[src/rtl/force_reduce_pkg.sv]
// Shared state encoding, FIFO entry field offsets and sign-extension helper
// for the force reduction drain stage.
package force_reduce_pkg;

  typedef enum logic [1:0] {
    ST_IDLE,
    ST_ACC,
    ST_EMIT
  } state_e;

  // Widest operand the sign-extension helper handles.
  localparam int unsigned SEXT_MAX = 64;

  // FIFO word layout: {last, id, value} with value in the low bits.
  function automatic int id_lsb(input int val_w);
    return val_w;
  endfunction

  function automatic int last_bit(input int id_w, input int val_w);
    return id_w + val_w;
  endfunction

  // Replicates bit w-1 of v into every bit above it.
  function automatic logic [SEXT_MAX-1:0] sext(input logic [SEXT_MAX-1:0] v, input int w);
    return $signed(v << (SEXT_MAX - w)) >>> (SEXT_MAX - w);
  endfunction

endpackage

[src/rtl/force_reduce_timeout.sv]
// Idle-cycle counter: clears on demand, counts up to LIMIT and holds there,
// flagging terminal count. LIMIT=0 disables it entirely.
module force_reduce_timeout #(
  parameter int unsigned LIMIT = 16
) (
  input  logic clk,
  input  logic rst,
  input  logic clr_i,
  input  logic inc_i,
  output logic tc_o
);

  localparam int unsigned CW = (LIMIT > 0) ? $clog2(LIMIT + 1) : 1;

  logic [CW-1:0] cnt_q;

  // NOTE: sequential state uses non-blocking assignments so every register
  // samples pre-edge values regardless of block evaluation order.
  always_ff @(posedge clk or negedge rst) begin
    if (!rst) begin
      cnt_q <= '0;
    end else if (clr_i) begin
      cnt_q <= '0;
    end else if (inc_i && (LIMIT != 0) && !tc_o) begin
      cnt_q <= cnt_q + CW'(1);
    end
  end

  assign tc_o = (LIMIT != 0) && (cnt_q == CW'(LIMIT));

endmodule

[src/rtl/force_reduce_drain.sv]
// Drains the reduction FIFO, summing consecutive same-id entries into one
// (id, sum, count) record per run on a valid/ready port toward write-back.
module force_reduce_drain
  import force_reduce_pkg::*;
#(
  parameter int ID_WIDTH      = 16,
  parameter int VAL_WIDTH     = 32,
  parameter int CNT_WIDTH     = 8,
  parameter int FLUSH_TIMEOUT = 16,
  parameter int ENTRY_WIDTH   = 1 + ID_WIDTH + VAL_WIDTH
) (
  input  logic                           clk,
  input  logic                           rst,
  input  logic [ENTRY_WIDTH-1:0]         fifo_out,
  input  logic                           fifo_empty,
  output logic                           fifo_consume,
  output logic                           out_valid,
  input  logic                           out_ready,
  output logic [ID_WIDTH-1:0]            out_id,
  output logic [VAL_WIDTH+CNT_WIDTH-1:0] out_sum,
  output logic [CNT_WIDTH-1:0]           out_count,
  output logic                           busy
);

  localparam int SUM_W    = VAL_WIDTH + CNT_WIDTH;
  localparam int ID_LSB   = id_lsb(VAL_WIDTH);
  localparam int LAST_BIT = last_bit(ID_WIDTH, VAL_WIDTH);
  localparam logic [CNT_WIDTH-1:0] CNT_MAX = '1;

  state_e               state_q;
  logic [ID_WIDTH-1:0]  cur_id_q;
  logic [SUM_W-1:0]     acc_q;
  logic [CNT_WIDTH-1:0] cnt_q;

  logic                 head_last;
  logic [ID_WIDTH-1:0]  head_id;
  logic [SUM_W-1:0]     head_val;
  logic [SUM_W-1:0]     acc_d;
  logic [CNT_WIDTH-1:0] cnt_d;
  logic                 close_d;
  logic                 to_clr;
  logic                 to_inc;
  logic                 to_tc;

  assign head_last = fifo_out[LAST_BIT];
  assign head_id   = fifo_out[ID_LSB +: ID_WIDTH];
  assign head_val  = SUM_W'(sext(SEXT_MAX'(fifo_out[VAL_WIDTH-1:0]), VAL_WIDTH));

  // NOTE: every output of a combinational block gets a default first, so no
  // path through the case leaves it unassigned and infers a latch.
  always_comb begin
    fifo_consume = 1'b0;
    case (state_q)
      // Reset parks the FSM in IDLE, so gating this term holds pops off in reset.
      ST_IDLE: fifo_consume = rst && !fifo_empty;
      ST_ACC:  fifo_consume = !fifo_empty && (head_id == cur_id_q);
      default: fifo_consume = 1'b0;
    endcase
  end

  // Running totals as they would stand after popping the current head.
  assign acc_d   = (state_q == ST_IDLE) ? head_val : acc_q + head_val;
  assign cnt_d   = (state_q == ST_IDLE) ? CNT_WIDTH'(1) : cnt_q + CNT_WIDTH'(1);
  assign close_d = head_last || (cnt_d == CNT_MAX);

  assign to_clr = ((state_q == ST_ACC) && fifo_consume) || ((state_q == ST_EMIT) && out_ready);
  assign to_inc = (state_q == ST_ACC) && fifo_empty && !to_tc;
  assign busy   = (state_q != ST_IDLE);

  force_reduce_timeout #(
    .LIMIT(FLUSH_TIMEOUT)
  ) u_timeout (
    .clk  (clk),
    .rst  (rst),
    .clr_i(to_clr),
    .inc_i(to_inc),
    .tc_o (to_tc)
  );

  always_ff @(posedge clk or negedge rst) begin
    if (!rst) begin
      state_q   <= ST_IDLE;
      cur_id_q  <= '0;
      acc_q     <= '0;
      cnt_q     <= '0;
      out_valid <= 1'b0;
      out_id    <= '0;
      out_sum   <= '0;
      out_count <= '0;
    end else begin
      case (state_q)
        ST_IDLE, ST_ACC: begin
          if (fifo_consume) begin
            cur_id_q <= head_id;
            acc_q    <= acc_d;
            cnt_q    <= cnt_d;
            if (close_d) begin
              state_q   <= ST_EMIT;
              out_valid <= 1'b1;
              out_id    <= head_id;
              out_sum   <= acc_d;
              out_count <= cnt_d;
            end else begin
              state_q <= ST_ACC;
            end
          end else if ((state_q == ST_ACC) && (!fifo_empty || to_tc)) begin
            // Head belongs to a different id, or the FIFO stayed dry too long.
            state_q   <= ST_EMIT;
            out_valid <= 1'b1;
            out_id    <= cur_id_q;
            out_sum   <= acc_q;
            out_count <= cnt_q;
          end
        end
        ST_EMIT: begin
          if (out_ready) begin
            state_q   <= ST_IDLE;
            out_valid <= 1'b0;
          end
        end
        default: state_q <= ST_IDLE;
      endcase
    end
  end

endmodule

[config.mk]
export PLATFORM = sky130hd
export DESIGN_NAME = force_reduce_drain
export DESIGN_NICKNAME = d
export VERILOG_FILES = /design/src/rtl/force_reduce_pkg.sv /design/src/rtl/force_reduce_timeout.sv /design/src/rtl/force_reduce_drain.sv
export SDC_FILE = /design/constraint.sdc
export NUM_CORES = 1
export LEC_CHECK = 0
export CORE_MARGIN = 5
export CORE_UTILIZATION = 50
export CTS_CLUSTER_DIAMETER = 80
export DETAILED_ROUTE_END_ITERATION = 12
export PLACE_DENSITY = 0.86
export RECOVER_POWER = 100
export SYNTH_ARGS = -nofsm -noshare
export SYNTH_HDL_FRONTEND = slang
export SYNTH_SLANG_ARGS = --single-unit
[constraint.sdc]
create_clock -name clk -period 2.9 [get_ports clk]
set_input_delay 0.58 -clock clk [delete_from_list [all_inputs] [get_ports clk]]
set_output_delay 0.58 -clock clk [all_outputs]
set_load 0.02 [all_outputs]
==> flow_metrics.env, run 1 <==
export IMPL_dp_slack_ns=-0.864
export IMPL_intPower_w=0.00794
export IMPL_route_met3_wl_um=2710
export IMPL_syn_num_nets=1045
export IMPL_dr_pass1_iters=6
export IMPL_hold_path_class="flip-flop to flip-flop"
export IMPL_wl_met1_um=11500
export IMPL_netlist_instances=949
export IMPL_path_clk_slew_ns=0.07
export IMPL_vias=9069
export IMPL_powerDensity_nw_per_um2=1100
export IMPL_max_clock_freq_mhz=295
export IMPL_startpoint="acc_q[0]"
export IMPL_wl_per_cell_um=21.9
export IMPL_dp_hpwl_um=17100
export IMPL_start_util_pct=50.4
export IMPL_syn_cell_area_um2=8240
export IMPL_postPlaceCellArea_um2=10600
export IMPL_path_depth=14
export IMPL_clockPowerShare_pct=15.9
export IMPL_crit_slowest_cell="dfrtp_1"
export IMPL_cts_root_buf="clkbuf_16"
export IMPL_setup_viol=78
export IMPL_crit_required_ns=3.28
export IMPL_ys_top_cells_by_area="dfrtp_1 41%, nand2_1 12%, ha_1 6.4%, a21oi_1 4.6%, xnor2_1 3.7%"
export IMPL_maxSlewViolCount=64
export IMPL_drtIter0Drc=891
export IMPL_startpoint_type="flip-flop"
export IMPL_hold_buffers=0
export IMPL_p_total_w=0.0140
export IMPL_postRouteAntennaNets=0
export IMPL_worst_setup_path_type="flip-flop to flip-flop"
export IMPL_grt_total_usage_pct=28.7
export IMPL_cts_tree="built"
export IMPL_dr_max_layer_used="met4"
export IMPL_grt_max_degree=75
export IMPL_power_frac_comb_pct=60.8
export IMPL_gr_total_overflow=0
export IMPL_io_pins=120
export IMPL_failed_checks="capacitance limit, slew limit, setup timing"
export IMPL_io_buffer_count=119
export IMPL_ir_worst_vdd_mv=0.652
export IMPL_antenna_found_initial=0
export IMPL_worstMarginPinSlew_ns=1.62
export IMPL_crit_fanout=5
export IMPL_critPathCaptureType="flip-flop"
export IMPL_fin_ws_ns=-0.491
export IMPL_fp_row_count=47
export IMPL_power_frac_seq_pct=23.3
export IMPL_r2r_cells=14
export IMPL_cts_num_sinks=136
export IMPL_fin_crit_ns=3.39
export IMPL_utilization_pct=78.1
export IMPL_drc=0
export IMPL_async_flop_share_pct=100
export IMPL_netlist_cell_type_count=74
export IMPL_die_area_um2=19100
export IMPL_synth_top_area_cell="dfrtp_1"
export IMPL_p_sw_share_pct=43.4
export IMPL_cp_data_arrival_time_ns=3.77
export IMPL_die_h_um=138
export IMPL_max_slew_margin_rel_pct=-8.11
export IMPL_layout_drive_gt1_share_pct=33.4
export IMPL_cts_made_buffers=17
export IMPL_h_tree_depth=4
export IMPL_r2r_end="out_sum[16]"
export IMPL_finClkSkew_ns=0.0139
export IMPL_critPathMaxStageDelay_ns=0.44
export IMPL_wl_um=32500
export IMPL_diodes=0
export IMPL_synth_edf_count=0
export IMPL_min_delay_path_depth=2
export IMPL_period_share_pct=117
export IMPL_core_um2=16300
export IMPL_synth_top_area_share_pct=41.3
export IMPL_grt_setup_unrepaired="yes"
export IMPL_grt_pass1_vias=8913
export IMPL_insertion_delay_ns=0.45
export IMPL_regToRegStartpoint="acc_q[0]"
export IMPL_vias_per_cell=6.12
export IMPL_endpoint="out_sum[16]"
export IMPL_path_cells="ha_4, inv_4, fa_2, and2b_2, o2111ai_4, a211oi_4, buf_4, o21ai_4, o21ai_4, a31oi_4, xnor2_1, nand2_1, a31oi_4, mux2_4"
export IMPL_yosys_warnings=0
export IMPL_hold_viol_final=0
export IMPL_die_w_um=138
export IMPL_path_delay_family="compound AO/OA/AOI/OAI gates"
export IMPL_avgSynthCellArea_um2=8.68
export IMPL_min_from="out_sum[5]"
export IMPL_synth_ff_type="dfrtp_1"
export IMPL_ff2ff_setup_slack_ns=-0.49
export IMPL_routed_wl_met2_um=16000
export IMPL_design_area_um2=12800
export IMPL_ys_ff_latch=136
export IMPL_gp_congestion=0.891
export IMPL_ys_seq_area_share_pct=41.3
export IMPL_nets=1345
export IMPL_status="finished with violations"
export IMPL_grt_pass1_wl_um=45000
export IMPL_p_sw_w=0.00609
export IMPL_area_delta_synth_final_pct=55.1
export IMPL_cap_viol_max_count=1
export IMPL_crit_buf_inv=2
export IMPL_p_leak_nw=5.82
export IMPL_clk_path_buf_depth=2
-- power groups by stage --
stage	clock, W	sequential, W	combinational, W
after floorplan	0	0.00352	0.00341
after global placement	0	0.00309	0.00637
after detailed placement	0	0.00313	0.00653
after CTS	0.00219	0.00319	0.00742
after global routing	0.00232	0.00334	0.00899
final	0.00223	0.00327	0.00853
-- worst min-delay path, stage by stage (launching register included) --
cell,delay [ns]
dfrtp_1,0.34
nand2_1,0.05
nand2_1,0.05
-- flip-flops by register name (all words and copies together), names as in the netlist --
name             flops
out_count            8
u_timeout.cnt_q      5
acc_q               40
state_q              2
out_valid            1
out_id              16
cur_id_q            16
out_sum             40
cnt_q                8
-- per-layer routing --
metal | global-route usage [%] | vias up
met5 | 0 | -
met4 | 11.9 | 0
met3 | 8.01 | 233
met2 | 50.5 | 611
met1 | 32.7 | 4347
li1 | - | 3878
-- worst min-delay path by stage --
stage	end
after CTS	out_id[0]
after global routing	out_sum[6]
after floorplan	acc_q[0]
after global placement	out_count[5]
after detailed placement	out_sum[1]
final	out_sum[5]
-- layout make-up --
| cell class | count | area (um^2) |
|---|---|---|
| Clock buffer | 18 | 429 |
| Clock inverter | 14 | 159 |
| Fill cell | 981 | 3570 |
| Inverter | 16 | 62.6 |
| Multi-Input combinational cell | 751 | 5540 |
| Sequential cell | 136 | 3400 |
| Tap cell | 220 | 275 |
| Timing Repair Buffer | 327 | 2900 |
-- through the flow --
stage               TNS, ns  hold WS (ns)  std cells
finish                -9.45         0.477       1482
global route         -25.24         0.497       1482
CTS                  -0.808         0.381       1457
detailed placement   -78.41         0.462       1392
global placement     -66.48         0.458       1392
floorplan           -0.0376         0.284        949
-- cells in the mapped netlist (2+ instances only) --
library cell    n
o31ai_1         7
nor3_1         14
and2_1          5
xor2_1         20
and3_1          6
o21a_1          6
nor2b_1         7
o21bai_1        4
dfrtp_1       136
o211ai_1        6
mux2_1          5
nand4_1         9
inv_1          15
o21ai_0        39
nor2_1         74
buf_2          12
buf_4           5
nor4_1          4
xnor2_1        35
a221o_1         2
a211oi_1        7
nand3_1        20
a21oi_1        75
or4_4           2
mux2_2         20
ha_1           42
o221ai_1        2
clkbuf_8        4
or3_1           6
buf_6           6
mux2i_1         4
buf_1           2
nand2b_1        6
a31oi_1        17
o22ai_1         3
nand2_1       253
nand3b_1        3
clkbuf_1       15
a21o_1         16
-- kinds of logic (layout without fill, tap and decap cells) --
| family | count (synthesis) | count (layout) | share of synthesized area, % |
|---|---|---|---|
| xor gates and xnor gates | 55 | 55 | 5.85 |
| buffers and inverters | 62 | 375 | 4.48 |
| adders and majority gates | 43 | 43 | 6.62 |
| AOI/OAI and AO/OA | 202 | 202 | 15.3 |
| DFF | 136 | 136 | 41.3 |
| muxes | 30 | 30 | 4.09 |
| and+or+nand+nor | 421 | 421 | 22.3 |
-- repair_timing --
item / 4_1_cts / 5_1_grt
pin swaps: 78 / 82
buffers inserted: 34 / 23
setup endpoints to repair: 104 / 86
cloned: 0 / 5
resized for setup: 135 / 146
-- cells in the final DEF, fill, tap and decap left out, types with 5 or more instances in the layout --
cell and n:
xnor2_1 33, dfrtp_1 135, nand4_1 9, o211ai_1 6, nor3_1 11, and3_1 6
dlygate4sd3_1 65, clkbuf_16 19, a21oi_4 7, a21oi_1 53, a21o_1 16, clkdlybuf4s50_1 18
a21oi_2 16, buf_6 16, ha_4 29, dlygate4sd2_1 31, ha_1 13, buf_4 176
o21a_1 6, o21ai_1 7, mux2_4 15, nand2b_1 6, nand2_1 210, nor2_1 70
o21ai_2 5, nor2b_1 7, inv_1 13, o21ai_0 26, or3_1 5, a31oi_4 5
xor2_1 19, mux2_2 11, nand2_4 9, nand3_1 18, nand2_2 34, clkbuf_1 5
a31oi_1 10, buf_12 7
Note: power is estimated with default switching activity, not from simulation.
==> run 2: changes to the inputs <==
--- a/config.mk
+++ b/config.mk
@@ -8,9 +8,12 @@
 export CORE_MARGIN = 5
 export CORE_UTILIZATION = 50
 export CTS_CLUSTER_DIAMETER = 80
+export CTS_CLUSTER_SIZE = 24
 export DETAILED_ROUTE_END_ITERATION = 12
+export GPL_ROUTABILITY_DRIVEN = 0
 export PLACE_DENSITY = 0.86
 export RECOVER_POWER = 100
+export SKIP_LAST_GASP = 1
 export SYNTH_ARGS = -nofsm -noshare
 export SYNTH_HDL_FRONTEND = slang
 export SYNTH_SLANG_ARGS = --single-unit
==> run 2 against run 1 <==
The flow still finishes with violations (capacitance limit, slew limit, setup timing). Utilization is 0.60 points higher. Clock-buffer cell count shrank 1. Global-route usage decreased by 1.1 points. Routed wire length grew 2.8%. Non-clock buffer count decreased by 6. Critical path depth fell by 2. Power increased by 0.98%.
==> flow_metrics.env, run 2 (same netlist as run 1, synthesis figures left out) <==
export IMPL_path_clk_slew_ns=0.07
export IMPL_top_regs="acc_q x40, out_sum x40"
export IMPL_finalHoldWorstSlack_ns=0.482
export IMPL_path_cells="clkdlybuf4s50_1, buf_4, ha_1, nand4_1, nor3_1, nand3_1, a21oi_1, nor2_1, o211ai_1, xor2_1, a221o_1, mux2_4"
export IMPL_area_delta_synth_final_pct=56.3
export IMPL_wl_per_cell_um=22.7
export IMPL_dp_slack_ns=-0.881
export IMPL_ff2ff_setup_slack_ns=-0.44
export IMPL_start_util_pct=50.4
export IMPL_clockPowerShare_pct=16.0
export IMPL_nets=1339
export IMPL_seq_area_um2=3400
export IMPL_critPathMaxStageDelay_ns=0.59
export IMPL_status="finished with violations"
export IMPL_h_tree_depth=4
export IMPL_die_h_um=138
export IMPL_startpoint_type="primary input"
export IMPL_layout_common_cells="188 x nand2_1, 164 x buf_4, 136 x dfrtp_1"
export IMPL_cts_root_buf="clkbuf_16"
export IMPL_hold_path_class="flip-flop to flip-flop"
export IMPL_maxSlewViolCount=63
export IMPL_ir_worst_vdd_mv=0.790
export IMPL_fin_crit_ns=3.36
export IMPL_fin_ws_ns=-0.457
export IMPL_holdPathEnd="out_sum[5]"
export IMPL_die_w_um=138
export IMPL_placed_cells=1387
export IMPL_crit_slowest_cell="nor3_1"
export IMPL_vias=9224
export IMPL_io_pins=120
export IMPL_r2r_cells=12
export IMPL_postRouteAntennaNets=0
export IMPL_worst_setup_path_type="primary input to flip-flop"
export IMPL_cap_viol_max_count=1
export IMPL_p_leak_nw=5.92
export IMPL_hold_buffers=0
export IMPL_cts_tree="built"
export IMPL_p_sw_share_pct=43.4
export IMPL_diodes=0
export IMPL_grt_max_degree=76
export IMPL_min_delay_path_depth=2
export IMPL_period_share_pct=116
export IMPL_r2r_end="out_sum[39]"
export IMPL_cp_data_arrival_time_ns=3.67
export IMPL_clk_path_buf_depth=2
export IMPL_hold_viol_final=0
export IMPL_gr_total_overflow=0
export IMPL_grt_total_usage_pct=27.5
export IMPL_powerDensity_nw_per_um2=1100
export IMPL_fp_row_count=47
export IMPL_wl_um=33400
export IMPL_fin_cells=1476
export IMPL_fill_cells=881
export IMPL_die_area_um2=19100
export IMPL_setup_viol=47
export IMPL_p_total_w=0.0142
export IMPL_layout_drive_gt1_share_pct=34.6
export IMPL_multi_input_area_um2=5520
export IMPL_antenna_found_initial=0
export IMPL_vias_per_cell=6.25
export IMPL_worstMarginPinSlew_ns=1.55
export IMPL_failed_checks="capacitance limit, slew limit, setup timing"
export IMPL_cts_num_sinks=136
export IMPL_io_buffer_count=119
export IMPL_power_frac_comb_pct=61.0
export IMPL_insertion_delay_ns=0.44
export IMPL_crit_required_ns=3.22
export IMPL_power_frac_seq_pct=22.9
export IMPL_finClkSkew_ns=0.0149
export IMPL_drc=0
export IMPL_critPathCaptureType="flip-flop"
export IMPL_max_slew_margin_rel_pct=-3.16
export IMPL_grt_setup_unrepaired="yes"
export IMPL_final_common_cell="nand2_1"
export IMPL_grt_pass1_wl_um=43300
export IMPL_max_clock_freq_mhz=298
export IMPL_regToRegStartpoint="acc_q[24]"
export IMPL_intPower_w=0.00802
export IMPL_drtIter0Drc=1282
export IMPL_dp_hpwl_um=17100
export IMPL_cts_made_buffers=17
export IMPL_min_from="out_sum[5]"
export IMPL_core_um2=16300
export IMPL_dr_pass1_iters=6
export IMPL_grt_pass1_vias=8738
export IMPL_p_sw_w=0.00614
export IMPL_crit_fanout=7
run 2: cell count changes in the layout (fill, tap and decap cells not counted), moves of 4 or more:
cell / change
clkdlybuf4s50_1: +66
dlygate4sd3_1: -65
nand2_1: -22
nand2_2: +14
buf_4: -12
nand2_4: +8
mux2_2: -7
mux2_4: +7
clkbuf_16: +5
a21oi_4: -4
clkbuf_1: -4
run 2: per-layer routing:
metal  vias up  routed length (um)  GRT usage (%)
met2       684               16100           47.1
met3       265                3110           8.29
li1       3862                   -              -
met4         0                2470           13.3
met5         -                   0              0
met1      4413               11800           31.4
run 2: power by group through the flow:
stage / Sequential, W / Combinational, W / Clock, W
finish: 0.00325 / 0.00864 / 0.00227
CTS: 0.00318 / 0.00719 / 0.00225
global route: 0.00332 / 0.00905 / 0.00237
detailed placement: 0.00312 / 0.00649 / 0
floorplan: 0.00352 / 0.00341 / 0
global placement: 0.00308 / 0.00629 / 0
run 2: critical path: cells and delay by family:
kind	cells	cell delay [ns]
XOR/XNOR	1	0.11
AO/OA/AOI/OAI	3	0.64
buffers and inverters	2	0.60
adder cells (fa/ha/maj)	1	0.38
multiplexers	1	0.26
AND/OR/NAND/NOR	4	1.08
run 2: worst max path at each step:
stage | startpoint | end | slack (ns) | cells after the start
detailed placement | fifo_out[0] | out_sum[20] | -0.88 | 15
global placement | fifo_out[41] | fifo_consume | -0.80 | 9
global route | acc_q[24] | out_sum[39] | -0.48 | 12
finish | fifo_out[31] | out_sum[36] | -0.46 | 12
floorplan | fifo_out[0] | out_sum[32] | -0.04 | 13
CTS | acc_q[0] | out_sum[36] | -0.13 | 13
run 2: final cells by class:
cell class | instances | area share (%)
multi-input combinational | 751 | 42.9
sequential | 136 | 26.4
timing repair buffer | 321 | 23.4
clock buffer | 17 | 3.30
tap | 220 | 2.14
clock inverter | 15 | 1.38
inverter | 16 | 0.467
run 2: per-stage QoR:
step                TNS, ns  instance area [um^2]  utilization [%]
floorplan           -0.0376                  8320                -
global placement     -70.03                 10600             64.8
detailed placement   -81.18                 10600             64.8
CTS                   -2.08                 11800             72.3
global route         -13.72                 12900             78.7
finish                -6.31                 12900             78.7
run 2: repair_timing:
| action | CTS | global route |
|---|---|---|
| setup endpoints to repair | 94 | 85 |
| setup buffers | 21 | 31 |
| resized for setup | 116 | 178 |
| pin swaps | 55 | 84 |
| cloned | 2 | 7 |
==> run 3: changes to the inputs <==
--- a/config.mk
+++ b/config.mk
@@ -13,7 +13,9 @@
 export GPL_ROUTABILITY_DRIVEN = 0
 export PLACE_DENSITY = 0.86
 export RECOVER_POWER = 100
+export REMOVE_ABC_BUFFERS = 1
 export SKIP_LAST_GASP = 1
 export SYNTH_ARGS = -nofsm -noshare
 export SYNTH_HDL_FRONTEND = slang
+export SYNTH_HIERARCHICAL = 1
 export SYNTH_SLANG_ARGS = --single-unit
==> run 3 against run 2 <==
The run still ends with capacitance limit, slew limit, setup timing left. First-iteration DRC count shrank 16%. Register-to-register slack better by 0.36 ns. Sequential power down 2%. Setup slack gained 0.38 ns. Final area shrank 4.7%. Hold slack lost 0.028 ns.
==> flow_metrics.env, run 3 <==
export IMPL_layout_common_cells="173 x buf_4, 151 x nand2_1, 135 x dfrtp_1"
export IMPL_setup_viol=6
export IMPL_grt_total_usage_pct=27.8
export IMPL_ys_top_cells_by_area="dfrtp_1 40%, nand2_1 6.8%, ha_1 6.2%, mux2_2 4.2%, nor2_1 4.1%"
export IMPL_synth_most_common_cell="nand2_1"
export IMPL_clk_path_buf_depth=2
export IMPL_cap_viol_max_count=1
export IMPL_layout_drive_gt1_share_pct=27.9
export IMPL_crit_slowest_cell="a211o_1"
export IMPL_grt_pass1_vias=9072
export IMPL_max_clock_freq_mhz=335
export IMPL_ff2ff_setup_slack_ns=-0.08
export IMPL_gr_total_overflow=0
export IMPL_fill_cells=1073
export IMPL_utilization_pct=73.8
export IMPL_yosys_warnings=6
export IMPL_ys_seq_area_share_pct=40.0
export IMPL_drtIter0Drc=1080
export IMPL_ys_ff_latch=136
export IMPL_power_frac_seq_pct=24.6
export IMPL_setup_tns_ns=-0.208
export IMPL_avgSynthCellArea_um2=8.92
export IMPL_die_w_um=140
export IMPL_path_clk_slew_ns=0.07
export IMPL_cts_made_buffers=17
export IMPL_io_buffer_count=119
export IMPL_insertion_delay_ns=0.45
export IMPL_synth_top_area_share_pct=40.0
export IMPL_wl_um=29500
export IMPL_grt_max_degree=137
export IMPL_die_h_um=140
export IMPL_cts_tree="built"
export IMPL_fin_crit_ns=2.98
export IMPL_worstMarginPinSlew_ns=1.85
export IMPL_maxSlewViolCount=137
export IMPL_async_flop_share_pct=100
export IMPL_dp_slack_ns=-0.819
export IMPL_dr_pass1_iters=7
export IMPL_vias=9055
export IMPL_vias_per_cell=6.21
export IMPL_hold_buffers=0
export IMPL_nets=1319
export IMPL_critPathCaptureType="flip-flop"
export IMPL_placed_cells=1400
export IMPL_period_share_pct=103
export IMPL_antenna_found_initial=2
export IMPL_hold_viol_final=0
export IMPL_finClkSkew_ns=0.0117
export IMPL_fp_row_count=47
export IMPL_clockPowerShare_pct=16.6
export IMPL_status="finished with violations"
export IMPL_die_area_um2=19700
export IMPL_crit_fanout=3
export IMPL_fin_cells=1457
export IMPL_min_delay_path_depth=3
export IMPL_powerDensity_nw_per_um2=1050
export IMPL_intPower_w=0.00749
export IMPL_synth_edf_count=0
export IMPL_r2r_cells=14
export IMPL_core_um2=16600
export IMPL_crit_required_ns=3.22
export IMPL_p_sw_w=0.00546
export IMPL_top_regs="acc_q x40, out_sum x40"
export IMPL_postRouteAntennaNets=0
export IMPL_netlist_instances=954
export IMPL_worst_setup_path_type="flip-flop to flip-flop"
export IMPL_h_tree_depth=4
export IMPL_netlist_cell_type_count=80
export IMPL_p_sw_share_pct=42.2
export IMPL_grt_setup_unrepaired="yes"
export IMPL_crit_buf_inv=3
export IMPL_holdPathEnd="acc_q[0]"
export IMPL_startpoint_type="flip-flop"
export IMPL_final_common_cell="buf_4"
export IMPL_cts_root_buf="clkbuf_16"
export IMPL_dp_hpwl_um=18500
export IMPL_synth_top_area_cell="dfrtp_1"
export IMPL_cts_num_sinks=136
export IMPL_power_frac_comb_pct=58.8
export IMPL_r2r_end="out_sum[12]"
export IMPL_critPathMaxStageDelay_ns=0.37
export IMPL_wl_per_cell_um=20.3
export IMPL_drc=0
export IMPL_path_cells="ha_2, inv_2, fa_2, nor2b_4, o211ai_1, a211o_1, o211ai_1, buf_4, buf_4, xnor2_1, nand2_1, o21ai_0, a21oi_1, mux2_2"
export IMPL_failed_checks="capacitance limit, slew limit, setup timing"
export IMPL_p_leak_nw=5.49
export IMPL_min_from="fifo_out[0]"
export IMPL_ir_worst_vdd_mv=0.647
export IMPL_p_total_w=0.0129
export IMPL_regToRegStartpoint="acc_q[0]"
export IMPL_syn_cell_area_um2=8510
export IMPL_synth_common_cells="154 x nand2_1, 136 x dfrtp_1, 93 x nor2_1"
export IMPL_grt_pass1_wl_um=44600
export IMPL_path_delay_family="compound AO/OA/AOI/OAI gates"
export IMPL_area_delta_synth_final_pct=44.3
export IMPL_start_util_pct=51.1
export IMPL_fin_ws_ns=-0.0809
export IMPL_synth_ff_type="dfrtp_1"
export IMPL_hold_path_class="primary input to flip-flop"
export IMPL_cp_data_arrival_time_ns=3.31
export IMPL_io_pins=120
export IMPL_max_slew_margin_rel_pct=-23.3
run 3: cells by family after synthesis:
| family | synth area share, % |
|---|---|
| and+or+nand+nor | 20.5 |
| xor gates and xnor gates | 4.22 |
| DFF | 40.0 |
| adders and majority gates | 6.41 |
| AOI/OAI and AO/OA | 19.4 |
| buffers and inverters | 3.82 |
| muxes | 5.71 |
run 3: metrics by stage:
stage	hold slack (ns)	instance area [um^2]
2_1_floorplan	0.284	8240
3_3_place_gp	0.451	10900
3_5_place_dp	0.465	10900
4_1_cts	0.317	11800
5_1_grt	0.476	12300
6_report	0.454	12300
run 3: worst register-to-register path, delay by kind of cell (launching register included):
kind                       cells  cell delay (ns)
AOI/OAI and AO/OA              5             0.99
xor gates and xnor gates       1             0.14
adders and majority gates      2             0.55
buffers and inverters          3             0.33
DFF                            1             0.35
muxes                          1             0.27
and+or+nand+nor                2             0.23
run 3: what timing repair did:
item                                    4_1_cts  5_1_grt
pin swaps                                    15       37
hold endpoints to repair                      0        0
resized for setup                            43       90
endpoints found under the setup margin       34       72
setup buffers                                13       11
run 3: layout make-up:
type	instances	area (um^2)	area share [%]
Inverter	16	60.1	0.489
Antenna cell	1	2.50	0.0204
Tap cell	220	275	2.24
Multi-Input combinational cell	752	5350	43.6
Clock inverter	14	138	1.12
Clock buffer	18	439	3.58
Sequential cell	136	3400	27.7
Timing Repair Buffer	300	2610	21.3
run 3: worst max path at each step:
| stage | startpoint | to | slack, ns | cells past startpoint |
|---|---|---|---|---|
| after global routing | acc_q[0] | out_sum[12] | -0.14 | 14 |
| after CTS | fifo_out[43] | fifo_consume | -0.03 | 8 |
| final | acc_q[0] | out_sum[12] | -0.08 | 14 |
| after detailed placement | fifo_out[31] | out_sum[39] | -0.82 | 12 |
| after floorplan | state_q[1] | out_sum[39] | -1.46 | 9 |
| after global placement | fifo_out[31] | out_sum[39] | -0.75 | 12 |
run 3: routing by layer:
layer | vias up | wire length, um | global-route usage (%)
li1 | 3959 | - | -
met1 | 4269 | 10800 | 32.8
met2 | 648 | 14200 | 46.2
met3 | 177 | 2900 | 8.21
met4 | 2 | 1620 | 14.0
met5 | - | 13 | 0
run 3: power groups by stage:
stage / clock network, W / logic (W) / registers [W]
detailed placement: 0 / 0.00659 / 0.00313
CTS: 0.00216 / 0.00693 / 0.00315
floorplan: 0 / 0.00311 / 0.00356
global route: 0.00225 / 0.00808 / 0.00327
global placement: 0 / 0.00639 / 0.00311
finish: 0.00215 / 0.00761 / 0.00319
